`config.mk`:
```
export PLATFORM = sky130hd
export DESIGN_NAME = line_cmd_feeder
export DESIGN_NICKNAME = d
export VERILOG_FILES = /design/src/rtl/line_cmd_feeder.sv
export SDC_FILE = /design/constraint.sdc
export NUM_CORES = 1
export LEC_CHECK = 0
export ABC_AREA = 0
export CORE_UTILIZATION = 40
export DETAILED_ROUTE_END_ITERATION = 8
export PLACE_DENSITY = 0.69
export SLEW_MARGIN = 20
export SYNTH_ARGS = -nofsm -noshare
export SYNTH_HDL_FRONTEND = slang
export SYNTH_SLANG_ARGS = --single-unit
```
`constraint.sdc`:
```
create_clock -name clk -period 4.2 [get_ports clk]
set_input_delay 0.84 -clock clk [delete_from_list [all_inputs] [get_ports clk]]
set_output_delay 0.84 -clock clk [all_outputs]
set_load 0.01 [all_outputs]
```
`src/rtl/line_cmd_feeder.sv`:
```
// Command front-end for the line engine: pops FWFT command words, decodes
// frame-base and line commands, and strobes color/points/trigger one line at a time.
module line_cmd_feeder #(
  parameter logic [7:0]  OPC_NOP  = 8'h00,
  parameter logic [7:0]  OPC_FB   = 8'h01,
  parameter logic [7:0]  OPC_LINE = 8'h02,
  parameter logic [31:0] FB_RESET = 32'h1000_0000,
  parameter int          CNT_W    = 16
) (
  input  logic             clk,
  input  logic             rst_n,
  input  logic [31:0]      cmd_dout,
  input  logic             cmd_empty,
  output logic             cmd_rd_en,
  input  logic             LE_ready,
  output logic [31:0]      LE_color,
  output logic [19:0]      LE_point,
  output logic             LE_color_valid,
  output logic             LE_point0_valid,
  output logic             LE_point1_valid,
  output logic             LE_trigger,
  output logic [31:0]      LE_frame_base,
  output logic             busy,
  output logic [CNT_W-1:0] lines_done,
  output logic             bad_opcode
);

  typedef enum logic [3:0] {
    IDLE, FETCH_FB, FETCH_P0, FETCH_P1, WAIT_READY,
    SEND_COLOR, SEND_P0, SEND_P1, SEND_TRIG, WAIT_BUSY, WAIT_DONE
  } state_e;

  state_e           state_q, state_d;
  logic [23:0]      color_q, color_d;
  logic [19:0]      p0_q, p0_d;
  logic [19:0]      p1_q, p1_d;
  logic [31:0]      fb_q, fb_d;
  logic [CNT_W-1:0] lines_q, lines_d;
  logic             bad_q, bad_d;
  logic             wordAvail;

  always_ff @(posedge clk) begin
    if (!rst_n) begin
      state_q <= IDLE;
      color_q <= '0;
      p0_q    <= '0;
      p1_q    <= '0;
      fb_q    <= FB_RESET;
      lines_q <= '0;
      bad_q   <= 1'b0;
    end else begin
      state_q <= state_d;
      color_q <= color_d;
      p0_q    <= p0_d;
      p1_q    <= p1_d;
      fb_q    <= fb_d;
      lines_q <= lines_d;
      bad_q   <= bad_d;
    end
  end

  // Popping is suppressed while reset is asserted so no word is lost to a dead cycle.
  assign wordAvail = rst_n && !cmd_empty;

  always_comb begin
    state_d   = state_q;
    color_d   = color_q;
    p0_d      = p0_q;
    p1_d      = p1_q;
    fb_d      = fb_q;
    lines_d   = lines_q;
    bad_d     = bad_q;
    cmd_rd_en = 1'b0;
    case (state_q)
      IDLE: begin
        if (wordAvail) begin
          cmd_rd_en = 1'b1;
          case (cmd_dout[31:24])
            OPC_LINE: begin
              color_d = cmd_dout[23:0];
              state_d = FETCH_P0;
            end
            OPC_FB:  state_d = FETCH_FB;
            OPC_NOP: state_d = IDLE;
            default: bad_d = 1'b1;
          endcase
        end
      end
      FETCH_FB: begin
        if (wordAvail) begin
          cmd_rd_en = 1'b1;
          fb_d      = cmd_dout;
          state_d   = IDLE;
        end
      end
      FETCH_P0: begin
        if (wordAvail) begin
          cmd_rd_en = 1'b1;
          p0_d      = cmd_dout[19:0];
          state_d   = FETCH_P1;
        end
      end
      FETCH_P1: begin
        if (wordAvail) begin
          cmd_rd_en = 1'b1;
          p1_d      = cmd_dout[19:0];
          state_d   = WAIT_READY;
        end
      end
      WAIT_READY: if (LE_ready) state_d = SEND_COLOR;
      SEND_COLOR: state_d = SEND_P0;
      SEND_P0:    state_d = SEND_P1;
      SEND_P1:    state_d = SEND_TRIG;
      SEND_TRIG:  state_d = WAIT_BUSY;
      WAIT_BUSY:  if (!LE_ready) state_d = WAIT_DONE;
      WAIT_DONE: begin
        if (LE_ready) begin
          lines_d = lines_q + {{(CNT_W-1){1'b0}}, 1'b1};
          state_d = IDLE;
        end
      end
      default: state_d = IDLE;
    endcase
  end

  always_comb begin
    LE_color        = '0;
    LE_point        = '0;
    LE_color_valid  = 1'b0;
    LE_point0_valid = 1'b0;
    LE_point1_valid = 1'b0;
    LE_trigger      = 1'b0;
    case (state_q)
      SEND_COLOR: begin
        LE_color_valid = 1'b1;
        LE_color       = {8'b0, color_q};
      end
      SEND_P0: begin
        LE_point0_valid = 1'b1;
        LE_point        = p0_q;
      end
      SEND_P1: begin
        LE_point1_valid = 1'b1;
        LE_point        = p1_q;
      end
      SEND_TRIG: LE_trigger = 1'b1;
      default: ;
    endcase
  end

  assign LE_frame_base = fb_q;
  assign busy          = (state_q != IDLE);
  assign lines_done    = lines_q;
  assign bad_opcode    = bad_q;

endmodule

```
==> results of run 1 <==
kinds of logic after synthesis:
kind of cell	share of synthesized area, %
AO/OA/AOI/OAI	11.78
XOR/XNOR	1.780
adder cells (fa/ha/maj)	0.2543
buffers and inverters	5.264
flip-flops	47.61
multiplexers	5.493
other	0.07622
AND/OR/NAND/NOR	27.75
how the worst min path moves through the flow:
stage | from | endpoint | cells past startpoint
after floorplan | p0_q[0] | p0_q[0] | 2
after global placement | p0_q[15] | p0_q[15] | 2
after detailed placement | p0_q[4] | p0_q[4] | 2
after CTS | LE_frame_base[4] | LE_frame_base[4] | 2
after global routing | p1_q[13] | p1_q[13] | 2
final | LE_frame_base[31] | LE_frame_base[31] | 2
where the power goes:
part | leakage [nW] | switching [mW] | total, mW | internal (mW)
sequential | 0.942 | 0.000924 | 1.11 | 1.11
combinational | 1.52 | 0.0466 | 0.0846 | 0.0379
clock | 0.308 | 0.482 | 1.51 | 1.03
sequential cells by signal, indices dropped and copies added (netlist names):
| name | count |
|---|---|
| LE_frame_base | 32 |
| bad_opcode | 1 |
| color_q | 24 |
| lines_done | 16 |
| p0_q | 20 |
| p1_q | 20 |
| state_q | 4 |
metrics by stage:
step,total power [mW],worst slack (ps)
4_1_cts,2.740,824.5
5_1_grt,2.800,668.8
6_report,2.710,821.3
3_3_place_gp,1.220,998.7
2_1_floorplan,1.170,1847
3_5_place_dp,1.221,973.5
routing by layer:
| layer | share of wire, % | vias to the layer above |
|---|---|---|
| li1 | - | 2232 |
| met1 | 45 | 2174 |
| met2 | 47 | 143 |
| met3 | 6.7 | 14 |
| met4 | 1.3 | 0 |
| met5 | 0 | - |
cell type report:
cell class | count | share of cell area (%)
Clock buffer | 21 | 6.788
Clock inverter | 10 | 2.203
Inverter | 4 | 0.2166
Multi-Input combinational cell | 433 | 34.09
Sequential cell | 117 | 33.80
Tap cell | 147 | 2.654
Timing Repair Buffer | 143 | 20.26
worst max-delay path, cell delays in order (launching register included):
cell,delay [ps]
dfxtp_1,640
nand2_1,180
nor3_2,210
buf_4,320
a22o_1,180
clkdlybuf4s50_1,590
cells in the mapped netlist (2+ instances only):
master	instances	area [um2]
nand2_1	154	578.1
dfxtp_1	117	2342
nor2_1	40	150.1
a21oi_1	38	190.2
nand3_1	33	165.2
clkbuf_1	31	116.4
o21ai_0	29	145.1
mux2i_1	27	270.3
and2_1	25	156.4
a22o_1	20	175.2
buf_4	9	67.56
buf_2	6	30.03
nor3_1	6	30.03
or3_1	6	37.54
and3_1	5	31.28
xnor2_1	5	43.79
xor2_1	5	43.79
nor4_1	4	25.02
inv_1	3	11.26
a311o_1	2	20.02
buf_1	2	7.510
buf_6	2	22.52
nand2b_1	2	12.51
nand4_1	2	12.51
nor3b_1	2	15.01
or4_1	2	15.01
==> results.toml, run 1 <==
[timing]
finalCritPeriodShare_pct = 80.45
rsz0062_at_grt = "false"
setup_tns_ps = 0
fmax_mhz = 296.0
hold_viol = 0
setup_viol = 0
max-slew-margin-rel_pct = 39.04
slew_violations = 0
finClkSkew_ps = 5.826
finalCriticalPeriod_ps = 3379
tightest_slew_ps = 911.9
timing.hold.ws_ps = 454.5

[cells_and_area]
final_common_cell = "nand2_1"
layout-area-overhead-vs-synth_pct = 40.87
ff_latch_area_um2 = 2342
fin_cells = 875
fill_cells = 1103
n_antenna_cell = 0
nets = 753
fin_util_pct = 57.70
fin_area_um2 = 6930
final_cell_mix = "nand2_1, clkdlybuf4s50_1, dfxtp_1"
multiInputGateArea_um2 = 2362
drive_above_1_share_pct = 7.143

[worst_setup_path]
r2r-end = "LE_frame_base[27]"
cp.arrival_ps = 2540
reg2reg_slack_ps = 1940
rr_startpoint = "state_q[3]"
cp-start-kind = "flop"
rr_worst_depth = 5
end_kind = "primary output"
critPathKind = "reg -> out"
path_max_fanout = 21
endpoint = "LE_point[0]"
worstPathRequired_ps = 3360
startpoint = "state_q[2]"

[floorplanning]
die-area_um2 = 12750
num_io_pins = 143
die_x_um = 112.9
start_util_pct = 40.96
design.core.area_um2 = 12010
num_rows = 40
die_h_um = 112.9

[grt]
use_met3_pct = 6.481
overflow = 0
grt_pass1_vias = 4288
busiest_layer = "met2"
use_met1_pct = 26.58
grt_max_degree = 51
antenna_found_initial = 0
grt_usage_pct = 21.37
met2_usage_pct = 34.94
grt_pass1_wl_um = 21450

[route]
ant_nets = 0
drtIter0Drc = 300
totalWireLength_um = 13180
via_count = 4563
wl_per_cell_um = 15.07
drc = 0
first_pass_iters = 4
avgViaCountPerCell = 5.215

[cts]
worst_skew_pair.late_latency_ps = 400
cts_resized = 0
hold_buffers = 0
numCtsBuffers = 17
cts_root_buffer = "clkbuf_16"
cts_max_path_buffers = 2
cts_tree = "yes"
cts_sinks = 117
cts-htree-levels = 4
cts_setup_buffers = 0
path_clk_slew_ps = 50

[power]
leakage_nw = 2.766
ir_drop_uv = 228.3
power_density_nw_per_um2 = 391.1

[synthesis]
synth_edf_count = 0
avgSynthCellArea_um2 = 8.241
synth_warnings = 0
yosysSeqAreaShare_pct = 47.61
synth_area_um2 = 4920
ys_ff_latch = 117
synth_cells = 597
ys.flop_type = "dfxtp_1"
synthArstFlopShare_pct = 0
yosysUniqueCellTypes = 46

[hold_path]
min_path_type = "reg -> reg"

[placed_design]
place_area_um2 = 6307
gp_congestion = 0.7445
portBuffers = 134
dp.final_hpwl_um = 8594
place_inst = 844

[status]
status = "finished, final reports clean"

[flow_run]
cap_violations = 0
No activity file was read; power rests on OpenSTA's default activity.
==> run 2, diff against run 1 <==
==> constraint.sdc (replaced) <==
create_clock -name clk -period 3.31 [get_ports clk]
set_input_delay 0.662 -clock clk [delete_from_list [all_inputs] [get_ports clk]]
set_output_delay 0.662 -clock clk [all_outputs]
set_load 0.01 [all_outputs]
==> run 2 against run 1 <==
Sequential cell count is the same. Global-route usage is essentially flat. First-iteration DRC count shrank 29%. Die area is the same. Register-to-register slack lost 890 ps. Sequential power grew 27%. Combinational power grew 29%. Critical path type unchanged. Highest routed layer unchanged.
==> results.toml, run 2 (synthesized netlist as in run 1, its figures left out) <==
[timing]
max-slew-margin-rel_pct = 50.69
slew_violations = 0
tightest_slew_ps = 732.8
setup_tns_ps = 0
setup_viol = 0
hold_viol = 0
finalCritPeriodShare_pct = 94.19
finalCriticalPeriod_ps = 3118
rsz0062_at_grt = "false"
fmax_mhz = 320.7
finClkSkew_ps = 5.842

[route]
drc = 0
first_pass_iters = 4
via_count = 4534
avgViaCountPerCell = 5.146
totalWireLength_um = 13170
drtIter0Drc = 214
ant_nets = 0
wl_per_cell_um = 14.95

[floorplanning]
die_x_um = 112.9
die-area_um2 = 12750
start_util_pct = 40.96
design.core.area_um2 = 12010
num_io_pins = 143
num_rows = 40
die_h_um = 112.9

[worst_setup_path]
cp.arrival_ps = 2460
worstPathRequired_ps = 2650
cp-start-kind = "flop"
end_kind = "primary output"
critPathKind = "reg -> out"
path_max_fanout = 23

[cts]
cts-htree-levels = 4
cts_tree = "yes"
numCtsBuffers = 17
hold_buffers = 0
worst_skew_pair.late_latency_ps = 410
cts_sinks = 117
path_clk_slew_ps = 50
cts_root_buffer = "clkbuf_16"
cts_max_path_buffers = 2

[grt]
grt_usage_pct = 21.40
grt_pass1_vias = 4305
antenna_found_initial = 0
overflow = 0
grt_pass1_wl_um = 21410
grt_max_degree = 51

[cells_and_area]
drive_above_1_share_pct = 7.902
nets = 760
final_cell_mix = "nand2_1, clkdlybuf4s50_1, dfxtp_1"
fin_util_pct = 58.26
layout-area-overhead-vs-synth_pct = 42.24
fin_area_um2 = 6998
final_common_cell = "nand2_1"
largest_reg_flops = 32
n_antenna_cell = 0

[status]
status = "finished, final reports clean"

[placed_design]
portBuffers = 134
gp_congestion = 0.7682
dp.final_hpwl_um = 8558
place_area_um2 = 6360

[flow_run]
cap_violations = 0

[power]
ir_drop_uv = 371.4
leakage_nw = 2.802
total_power_mw = 3.500
power_density_nw_per_um2 = 500.1

[hold_path]
min_path_type = "reg -> reg"
## run 2: what timing repair did
| item | in CTS | in global routing |
|---|---|---|
| endpoints found under the setup margin | 0 | 4 |
| setup buffers | 0 | 0 |
| gates resized for setup | 0 | 1 |
## run 2: routing by layer
metal	up-vias	track usage (%)	wire length [um]
li1	2247	-	-
met1	2123	26.83	6089
met2	157	34.53	6044
met3	7	7.713	982
met4	0	6.491	52
met5	-	0	0
## run 2: final cells by class
class,instances,area (um2)
inverters,4,15.01
clock inverters,9,176.4
well taps,147,183.9
fillers,1068,5014
flip-flops and latches,117,2344
multi-input cells,433,2362
repair buffers,150,1456
clock buffers,21,460.4
## run 2: per-stage QoR
stage	cells	hold WS [ps]	setup slack, ps
after floorplan	604	434.3	1135
after global placement	851	441.3	471.2
after global routing	881	471.6	36.95
final	881	453.1	192.3
after CTS	881	454.6	138.1
after detailed placement	851	447.0	432.5
## run 2: path summary, 6_finish.rpt
kind	start	cells past startpoint	slack, ps	to
max reg2reg	state_q[3]	4	1050	lines_done[10]
max	state_q[0]	5	190	LE_point[0]
min	p0_q[11]	2	450	p0_q[11]
min reg2reg	p0_q[11]	2	450	p0_q[11]
## run 2: critical path, cell delays in order (launching register included)
cell	delay, ps
dfxtp_1	570
inv_1	190
nor3_2	200
buf_4	320
a22o_1	190
clkdlybuf4s50_1	570
## run 2: power by group
group	leakage [nW]	internal [mW]	total (mW)	switching, mW
sequential	0.943	1.41	1.41	0.000779
combinational	1.55	0.0498	0.109	0.0596
clock	0.309	1.36	1.98	0.614
